--- src/rtl/shift_pkg.sv ---
// Shared encodings and defaults for the shift/rotate unit feeding the SZCV flag register.
package shift_pkg;

  localparam int unsigned WIDTH_DEF = 16;
  localparam int unsigned AMT_W_DEF = 4;

  localparam logic [1:0] SH_SLL = 2'b00;
  localparam logic [1:0] SH_SLR = 2'b01;
  localparam logic [1:0] SH_SRL = 2'b10;
  localparam logic [1:0] SH_SRA = 2'b11;

  typedef enum logic [1:0] {
    ST_IDLE  = 2'b00,
    ST_SHIFT = 2'b01,
    ST_DONE  = 2'b10
  } state_e;

  localparam int unsigned FLAG_S = 3;
  localparam int unsigned FLAG_Z = 2;
  localparam int unsigned FLAG_C = 1;
  localparam int unsigned FLAG_V = 0;

endpackage

--- src/rtl/shift_step.sv ---
// Combinational single-bit shift/rotate step; shared by the iterative and barrel paths.
module shift_step
  import shift_pkg::*;
#(
  parameter int unsigned WIDTH = WIDTH_DEF
) (
  input  logic [WIDTH-1:0] value,
  input  logic [1:0]       op,
  output logic [WIDTH-1:0] next_value,
  output logic             carry
);

  always_comb begin
    next_value = value;
    carry      = 1'b0;
    unique case (op)
      SH_SLL: begin
        next_value = {value[WIDTH-2:0], 1'b0};
        carry      = value[WIDTH-1];
      end
      SH_SLR: begin
        next_value = {value[WIDTH-2:0], value[WIDTH-1]};
        carry      = value[WIDTH-1];
      end
      SH_SRL: begin
        next_value = {1'b0, value[WIDTH-1:1]};
        carry      = value[0];
      end
      SH_SRA: begin
        next_value = {value[WIDTH-1], value[WIDTH-1:1]};
        carry      = value[0];
      end
    endcase
  end

endmodule

--- src/rtl/shift_seq.sv ---
// Shift/rotate unit producing result plus SZCV flags and a load strobe for the flag register.
// Iterative (1 bit/cycle) by default; define SHIFT_SEQ_BARREL_EN for a single-cycle barrel path.
module shift_seq
  import shift_pkg::*;
#(
  parameter int unsigned WIDTH = WIDTH_DEF,
  parameter int unsigned AMT_W = AMT_W_DEF
) (
  input  logic             clk,
  input  logic             rst_n,
  input  logic             start,
  input  logic [1:0]       op,
  input  logic [AMT_W-1:0] amt,
  input  logic [WIDTH-1:0] operand,
  input  logic             abort,
  output logic             busy,
  output logic             done,
  output logic             ld_szcv,
  output logic [WIDTH-1:0] result,
  output logic [3:0]       szcv_out
);

  state_e           state_q, state_d;
  logic             load_done;
  logic [WIDTH-1:0] fin_value;
  logic             fin_carry;
  logic [3:0]       fin_szcv;
  logic [WIDTH-1:0] result_q;
  logic [3:0]       szcv_q;

  always_ff @(posedge clk or negedge rst_n) begin
    if (!rst_n) begin
      state_q <= ST_IDLE;
    end else begin
      state_q <= state_d;
    end
  end

`ifdef SHIFT_SEQ_BARREL_EN
  // One stage per possible shift count; stage i is bypassed when i >= amt.
  localparam int unsigned Stages = (1 << AMT_W) - 1;

  logic [WIDTH-1:0] stage_value [Stages+1];
  logic             stage_carry [Stages+1];

  assign stage_value[0] = operand;
  assign stage_carry[0] = 1'b0;

  for (genvar i = 0; i < Stages; i++) begin : g_stage
    logic [WIDTH-1:0] nv;
    logic             nc;
    shift_step #(
      .WIDTH(WIDTH)
    ) u_step (
      .value     (stage_value[i]),
      .op        (op),
      .next_value(nv),
      .carry     (nc)
    );
    assign stage_value[i+1] = (AMT_W'(i) < amt) ? nv : stage_value[i];
    assign stage_carry[i+1] = (AMT_W'(i) < amt) ? nc : stage_carry[i];
  end

  assign fin_value = stage_value[Stages];
  assign fin_carry = stage_carry[Stages];

  always_comb begin
    state_d   = state_q;
    load_done = 1'b0;
    unique case (state_q)
      ST_IDLE: begin
        if (start) begin
          state_d   = ST_DONE;
          load_done = 1'b1;
        end
      end
      ST_DONE: state_d = ST_IDLE;
      default: state_d = ST_IDLE;
    endcase
  end
`else
  logic [AMT_W-1:0] cnt_q, cnt_d;
  logic [WIDTH-1:0] val_q, val_d;
  logic [1:0]       op_q, op_d;
  logic [WIDTH-1:0] step_value;
  logic             step_carry;

  shift_step #(
    .WIDTH(WIDTH)
  ) u_step (
    .value     (val_q),
    .op        (op_q),
    .next_value(step_value),
    .carry     (step_carry)
  );

  always_ff @(posedge clk or negedge rst_n) begin
    if (!rst_n) begin
      cnt_q <= '0;
      val_q <= '0;
      op_q  <= SH_SLL;
    end else begin
      cnt_q <= cnt_d;
      val_q <= val_d;
      op_q  <= op_d;
    end
  end

  always_comb begin
    state_d   = state_q;
    load_done = 1'b0;
    unique case (state_q)
      ST_IDLE: begin
        if (start) begin
          if (amt != '0) begin
            state_d = ST_SHIFT;
          end else begin
            state_d   = ST_DONE;
            load_done = 1'b1;
          end
        end
      end
      ST_SHIFT: begin
        if (abort) begin
          state_d = ST_IDLE;
        end else if (cnt_q == AMT_W'(1)) begin
          state_d   = ST_DONE;
          load_done = 1'b1;
        end
      end
      ST_DONE: state_d = ST_IDLE;
      default: state_d = ST_IDLE;
    endcase
  end

  always_comb begin
    cnt_d = cnt_q;
    val_d = val_q;
    op_d  = op_q;
    if (state_q == ST_IDLE && start) begin
      val_d = operand;
      op_d  = op;
      cnt_d = amt;
    end else if (state_q == ST_SHIFT) begin
      if (abort) begin
        cnt_d = '0;
      end else begin
        val_d = step_value;
        cnt_d = cnt_q - AMT_W'(1);
      end
    end
  end

  // amt==0 completes straight from IDLE with the untouched operand and no carry.
  assign fin_value = (state_q == ST_IDLE) ? operand : step_value;
  assign fin_carry = (state_q == ST_IDLE) ? 1'b0 : step_carry;
`endif

  always_comb begin
    fin_szcv         = '0;
    fin_szcv[FLAG_S] = fin_value[WIDTH-1];
    fin_szcv[FLAG_Z] = (fin_value == '0);
    fin_szcv[FLAG_C] = fin_carry;
    fin_szcv[FLAG_V] = 1'b0;
  end

  always_ff @(posedge clk or negedge rst_n) begin
    if (!rst_n) begin
      result_q <= '0;
      szcv_q   <= '0;
    end else if (load_done) begin
      result_q <= fin_value;
      szcv_q   <= fin_szcv;
    end
  end

  always_comb begin
    busy    = (state_q != ST_IDLE);
    done    = (state_q == ST_DONE);
    ld_szcv = (state_q == ST_DONE);
  end

  assign result   = result_q;
  assign szcv_out = szcv_q;

endmodule
--- config.mk ---
export PLATFORM = sky130hd
export DESIGN_NAME = shift_seq
export DESIGN_NICKNAME = d
export VERILOG_FILES = /design/src/rtl/shift_pkg.sv /design/src/rtl/shift_step.sv /design/src/rtl/shift_seq.sv
export SDC_FILE = /design/constraint.sdc
export NUM_CORES = 1
export LEC_CHECK = 0
export CAP_MARGIN = 0
export CORE_UTILIZATION = 65
export CTS_BUF_LIST = sky130_fd_sc_hd__clkbuf_2 sky130_fd_sc_hd__clkbuf_4 sky130_fd_sc_hd__clkbuf_8
export DETAILED_ROUTE_END_ITERATION = 12
export DONT_BUFFER_PORTS = 1
export GPL_ROUTABILITY_DRIVEN = 0
export HOLD_SLACK_MARGIN = 0.02
export PLACE_DENSITY_LB_ADDON = 0.1
export SLEW_MARGIN = 40
export SYNTH_ARGS = -nofsm -noshare
export SYNTH_HDL_FRONTEND = slang
export SYNTH_SLANG_ARGS = --single-unit
--- constraint.sdc ---
create_clock -name clk -period 2.3 [get_ports clk]
set_input_delay 0.46 -clock clk [delete_from_list [all_inputs] [get_ports clk]]
set_output_delay 0.46 -clock clk [all_outputs]
set_load 0.02 [all_outputs]
==> impl_metrics.yaml <==
outcome:
  status: "completed"
floorplan:
  fp-row-count: 20
  dieHeight_um: 60.2
  pin_count: 49
  start_util: 0.704
  dieWidth_um: 60.2
  die_area_um2: 3630
  core_region_area_um2: 3130
synth:
  synth_top_cell_area_share: 0.477
  synth_most_common_cell: "nand2_1"
  yosysSeqAreaShare: 0.477
  netlist_area_um2: 2200
  ys_warn_count: 0
  syn_area_per_cell_um2: 9.54
  syn_inst: 231
  ys_seq_elements: 42
  synth_top_cell_by_area: "dfrtp_1"
  async_reset_ff_frac: 1.00
  ys_types: 39
  synth.net_count: 259
  synthFlopType: "dfrtp_1"
  synthTopCellsByCount: "nand2_1, dfrtp_1, o21ai_0"
  synth_area_leaders: "dfrtp_1, nand2_1, mux2i_1, o221a_2, o21ai_0"
  synth-edff-count: 0
finish:
  multi_input_area_um2: 1030
  drive_above_1_share: 0.154
  ff_latch_area_um2: 1050
  nFillCells: 248
  fin_area_um2: 2290
  diodes: 0
  nets: 255
  syn_to_final_growth_pct: 3.75
  fin_cells: 272
cts:
  post-cts-setup-buffer-count: 0
  cts_buffer_depth: 2
  cts_buffers: 5
  h-tree-depth: 2
  clock-root-buffer: "clkbuf_4"
  cts_sinks: 42
  clk_pin_slew_worst_paths_ns: 0.11
  cts_tree: "done"
  insertion_delay_ns: 0.35
global_routing:
  grt_pass1_vias: 1764
  gr-usage-all-layers: 0.316
  grt_pass1_wl_um: 8180
  antenna_found_initial: 0
  grt_max_degree: 43
  grt.overflow.total: 0
sta:
  setup_viol: 0
  worst_pin_slew_ns: 0.558
  period_share: 0.920
  hold_violations: 0
  slew_viol_final: 0
  final.setup.tns_ns: 0
  max_slew_margin: 0.628
  fmax_ghz: 0.473
  skew_ns: 0.00788
  rsz0062_at_grt: "no"
  period_needed_ns: 2.12
worst_setup_path:
  r2r_end: "szcv_out[2]"
  r2r_cells: 6
  worstSetupPathType: "flop to flop"
  cp_top_family: "simple AND/OR/NAND/NOR gates"
  endpoint_kind: "flop"
  crit_buf_inv: 1
  crit_end: "szcv_out[2]"
  rrSetupSlack_ns: 0.18
  cpMaxStageDelayCell: "dfrtp_1"
  cp.arrival_ns: 2.37
  max_stage_delay_ns: 0.53
  r2r-start: "state_q[1]"
  crit_path_cell_trace: "nor2_4 > inv_4 > a21o_1 > nand4_1 > or4_1 > o41ai_2"
  path_depth: 6
  cp.required_ns: 2.55
  startpoint_type: "flop"
  cp_max_fo: 30
  worstSetupStartpoint: "state_q[1]"
route:
  drcViolationCount: 0
  drtAntennaViolNets: 0
  viasPerCell: 6.49
  routed_wl_um: 4940
  drt_iter0_drc: 127
  avgRoutedWirePerCell_um: 18.1
  drtPass1Iterations: 6
  vias: 1765
placement:
  place_area_um2: 2190
  hpwl_um: 3700
  place_inst: 262
  portBuffers: 0
run:
  maxCapViolations: 0
power:
  vdd_drop_max_uv: 844
  p_leak_nw: 1.02
  power_density_nw_per_um2: 1380
min_path:
  hp-class: "input pin to flop"
## area by class of cell
class / instances / area share
Inverter: 4 / 0.00766
Timing Repair Buffer: 7 / 0.0296
Multi-Input combinational cell: 167 / 0.450
Sequential cell: 42 / 0.460
Clock buffer: 7 / 0.0257
Tap cell: 44 / 0.0241
Clock inverter: 1 / 0.00219
## metrics by stage
stage	worst slack, ns	util	hold slack (ns)	power, mW
after floorplan	0.457	-	0.164	2.50
after global placement	0.262	0.700	0.165	2.69
after detailed placement	0.0844	0.700	0.165	2.76
after CTS	0.0681	0.730	0.202	3.16
after global routing	0.0201	0.731	0.203	3.39
final	0.184	0.731	0.211	3.16
## timing repair
action,CTS,global route
gates resized for setup,0,1
endpoints found under the setup margin,0,1
endpoints found under the hold margin,42,0
hold buffers,2,0
## cell families after synthesis
logic type / synth area share
muxes: 0.0784
buffers and inverters: 0.0556
adders and majority gates: 0.0114
AOI/OAI and AO/OA: 0.202
other: 0.00170
DFF: 0.477
and+or+nand+nor: 0.174
## worst reg2reg max path, cell delays in order (launching register included)
cell and delay [ns]:
dfrtp_1 0.53, nor2_4 0.10, inv_4 0.26, a21o_1 0.20, nand4_1 0.08, or4_1 0.50, o41ai_2 0.35
## power breakdown
part	total, mW	internal, mW	switching, mW
Clock	0.381	0.160	0.221
Sequential	1.61	1.08	0.530
Combinational	1.18	0.519	0.658
## worst min-delay path by stage
stage / from / to / slack [ns] / depth (start not counted)
after floorplan: rst_n / cnt_q[0] / 0.16 / 0
after global placement: rst_n / val_q[11] / 0.17 / 0
after detailed placement: rst_n / state_q[1] / 0.17 / 0
after CTS: op[0] / op_q[0] / 0.20 / 2
after global routing: op[0] / op_q[0] / 0.20 / 2
final: op[0] / op_q[0] / 0.21 / 2
## state kept, by name (all words and copies together), names as in the netlist
name and count:
state_q 2, op_q 2, szcv_out 2, cnt_q 4, result 16, val_q 16
## per-layer routing
layer,share of wire,global-route usage,vias up
li1,-,-,814
met1,0.39,0.398,843
met4,0.027,0.150,0
met5,0,0,-
met2,0.49,0.509,94
met3,0.091,0.0758,14
## cell usage in the layout (no fill, tap or decap), types with 2 or more instances in the layout
cell type	instances
a21o_1	5
mux2_2	2
nor2_1	15
buf_4	5
a21oi_1	6
dfrtp_1	41
inv_1	3
ha_1	2
mux2i_1	15
and2_1	3
nor3_1	6
a31oi_1	3
o21ai_0	23
nand2_1	48
nand4_1	3
clkbuf_4	6
o221a_2	12
o31ai_1	3
o22ai_1	4
a221o_1	2
Power figures use the tool's default switching activity.
==> patch, RTL diff (same flow settings) <==
Reset style: synchronous (`rst_n`), changed in 3 clocked blocks.
--- a/src/rtl/shift_seq.sv
+++ b/src/rtl/shift_seq.sv
@@ -28,7 +28,7 @@
   logic [WIDTH-1:0] result_q;
   logic [3:0]       szcv_q;
 
-  always_ff @(posedge clk or negedge rst_n) begin
+  always_ff @(posedge clk) begin
     if (!rst_n) begin
       state_q <= ST_IDLE;
     end else begin
@@ -94,7 +94,7 @@
     .carry     (step_carry)
   );
 
-  always_ff @(posedge clk or negedge rst_n) begin
+  always_ff @(posedge clk) begin
     if (!rst_n) begin
       cnt_q <= '0;
       val_q <= '0;
@@ -164,7 +164,7 @@
     fin_szcv[FLAG_V] = 1'b0;
   end
 
-  always_ff @(posedge clk or negedge rst_n) begin
+  always_ff @(posedge clk) begin
     if (!rst_n) begin
       result_q <= '0;
       szcv_q   <= '0;
Check against the original RTL: differs if rst_n is asserted again (counterexample within 4 cycles, from zero or initial values and one cycle with rst_n low); with rst_n held inactive, the same outputs for 10 cycles.
==> patch against the original RTL <==
Worst setup slack got worse by 0.069 ns. Sequential cell count did not move. Clock skew rose by 0.0037 ns. Wire length rose by 5.9%. Final area rose by 2.8%. Synthesized area rose by 0.85%. Core utilization rose by 1.4 points. Largest cell class is now multi-input combinational cells.
Power is not compared: it rests on default switching activity, and its combinational part moved more than twofold at a synthesized area within 25%.
==> patch: results (changes against the original RTL) <==
| Metric | Value |
|---|---|
| CP Data Arrival Time | `2.50 ns (+0.13 ns)` |
| Avg WL per Cell | `16.6 um (-8.2%)` |
| TritonCTS buffer count | `5 (unchanged)` |
| Synth Net Count | `299 (+15%)` |
| Post-DP HPWL | `3710 um (+0.31%)` |
| Vias in the first global route | `1690 (-4.2%)` |
| Post-synth cell types | `39 (unchanged)` |
| Root buf cell | `clkbuf_4` |
| CP max-delay cell | `dfxtp_1` |
| R2R setup slack | `0.11 ns (-0.07 ns)` |
| Adder-cell share of the synthesized area | `1.13% (-0.0096 points)` |
| Synth Area in Compound Gates | `21.1% (+0.90 points)` |
| H-Tree Depth | `2 (unchanged)` |
| Count leader, synth | `dfxtp_1` |
| Top delay family on crit path | `flip-flops` |
| Leak pwr | `0.867 nW` |
| First-pass GRT wire length | `8000 um (-2.1%)` |
| Status | `completed` |
| Detailed Routing Iterations Pass 1 | `5 (-1)` |
| WL met2 | `2420 um (-0.33%)` |
| Avg Cell Area, Syn | `8.20 sq um (-14%)` |
| Post-Layout Cell Count | `314 (+15%)` |
| Met3 WL post-DR | `412 um (-8.2%)` |
| # diodes | `0 (unchanged)` |
| # resized after CTS | `0 (unchanged)` |
| Area contributors post-synth | `dfxtp_1, mux2i_1, nand2_1` |
| Min Hold Slack | `0.210 ns (-0.00159 ns)` |
| Worst-margin pin slew | `0.569 ns (+0.0118 ns)` |
| Largest net degree at the start of global routing | `45 (+4.7%)` |
| Port bufs | `0 (unchanged)` |
| Worst skew pair latency | `around 0.36 ns` |
| M1 WL | `2260 um (+17%)` |
| Multiplexer share of the synthesized area | `10.2% (+2.4 points)` |
| Clock skew | `0.0116 ns (+0.00373 ns)` |
| Post-synthesis async set-or-reset flop share | `0% (-100 points)` |
| Worst hold path type | `input port to flop` |
| Max VDD drop | `~0.00042 V` |
| CP peak stage delay | `0.65 ns (+0.12 ns)` |
| GRT Total Usage | `30.1% (-1.5 points)` |
| CTS clock-pin slew for the worst setup and hold paths | `0.13 ns (+0.02 ns)` |
| CP Max Fanout | `16 (-47%)` |
| Antenna violations before repair | `0 (unchanged)` |
| DR top layer | `met4` |
| Bufs on Longest Clock Path | `2 (unchanged)` |
| XOR/XNOR Fraction of Synth Area | `0.394% (+0.39 points)` |
| Post-synth top cells | `dfxtp_1, nand2_1, nor2_1` |
| DR vias | `1954 (+11%)` |
| Initial drt markers | `158 (+24%)` |
| Sequential fraction of the synthesis area | `37.8% (-9.9 points)` |
| Layout cells sized above 1 | `10.7% (-4.6 points)` |
[patch: per-layer routing]
| metal | global-route usage [%] | vias up |
|---|---|---|
| met2 | 49.5 | 80 |
| met5 | 0 | - |
| li1 | - | 952 |
| met1 | 37.4 | 908 |
| met4 | 11.4 | 0 |
| met3 | 8.53 | 14 |
[patch: final timing paths]
kind	startpoint	endpoint	cells past startpoint
worst max-delay path	state_q[0]$_SDFFE_PN0P_	szcv_out[2]$_SDFFE_PN0P_	6
worst min-delay path	rst_n	result[8]$_SDFFE_PN0P_	1
worst max register to register	state_q[0]$_SDFFE_PN0P_	szcv_out[2]$_SDFFE_PN0P_	6
worst min register to register	val_q[14]$_SDFFE_PN0P_	val_q[14]$_SDFFE_PN0P_	2
[patch: cells by family after synthesis]
logic type	Yosys count
buffers and inverters	22
muxes	22
other	1
and+or+nand+nor	111
AOI/OAI and AO/OA	70
xor gates and xnor gates	1
DFF	42
adders and majority gates	2
[patch: area by class of cell]
class / count / area, sq um
multi-input cells: 207 / 1280
fillers: 258 / 803
clock inverters: 2 / 37.5
inverters: 3 / 11.3
well taps: 44 / 55.1
repair buffers: 10 / 75.1
flip-flops and latches: 42 / 841
clock buffers: 6 / 45.0
[patch: report_power, final]
| group | switching (mW) | internal [mW] | total (mW) |
|---|---|---|---|
| registers | 0.0533 | 0.770 | 0.823 |
| clock network | 0.244 | 0.241 | 0.486 |
| logic | 0.153 | 0.119 | 0.271 |
[patch: through the flow]
step           setup slack (ns)  instance area [sq um]
2_1_floorplan             0.523                   2220
3_3_place_gp              0.277                   2270
3_5_place_dp              0.175                   2270
4_1_cts                   0.143                   2350
5_1_grt                  0.0138                   2350
6_report                  0.115                   2350
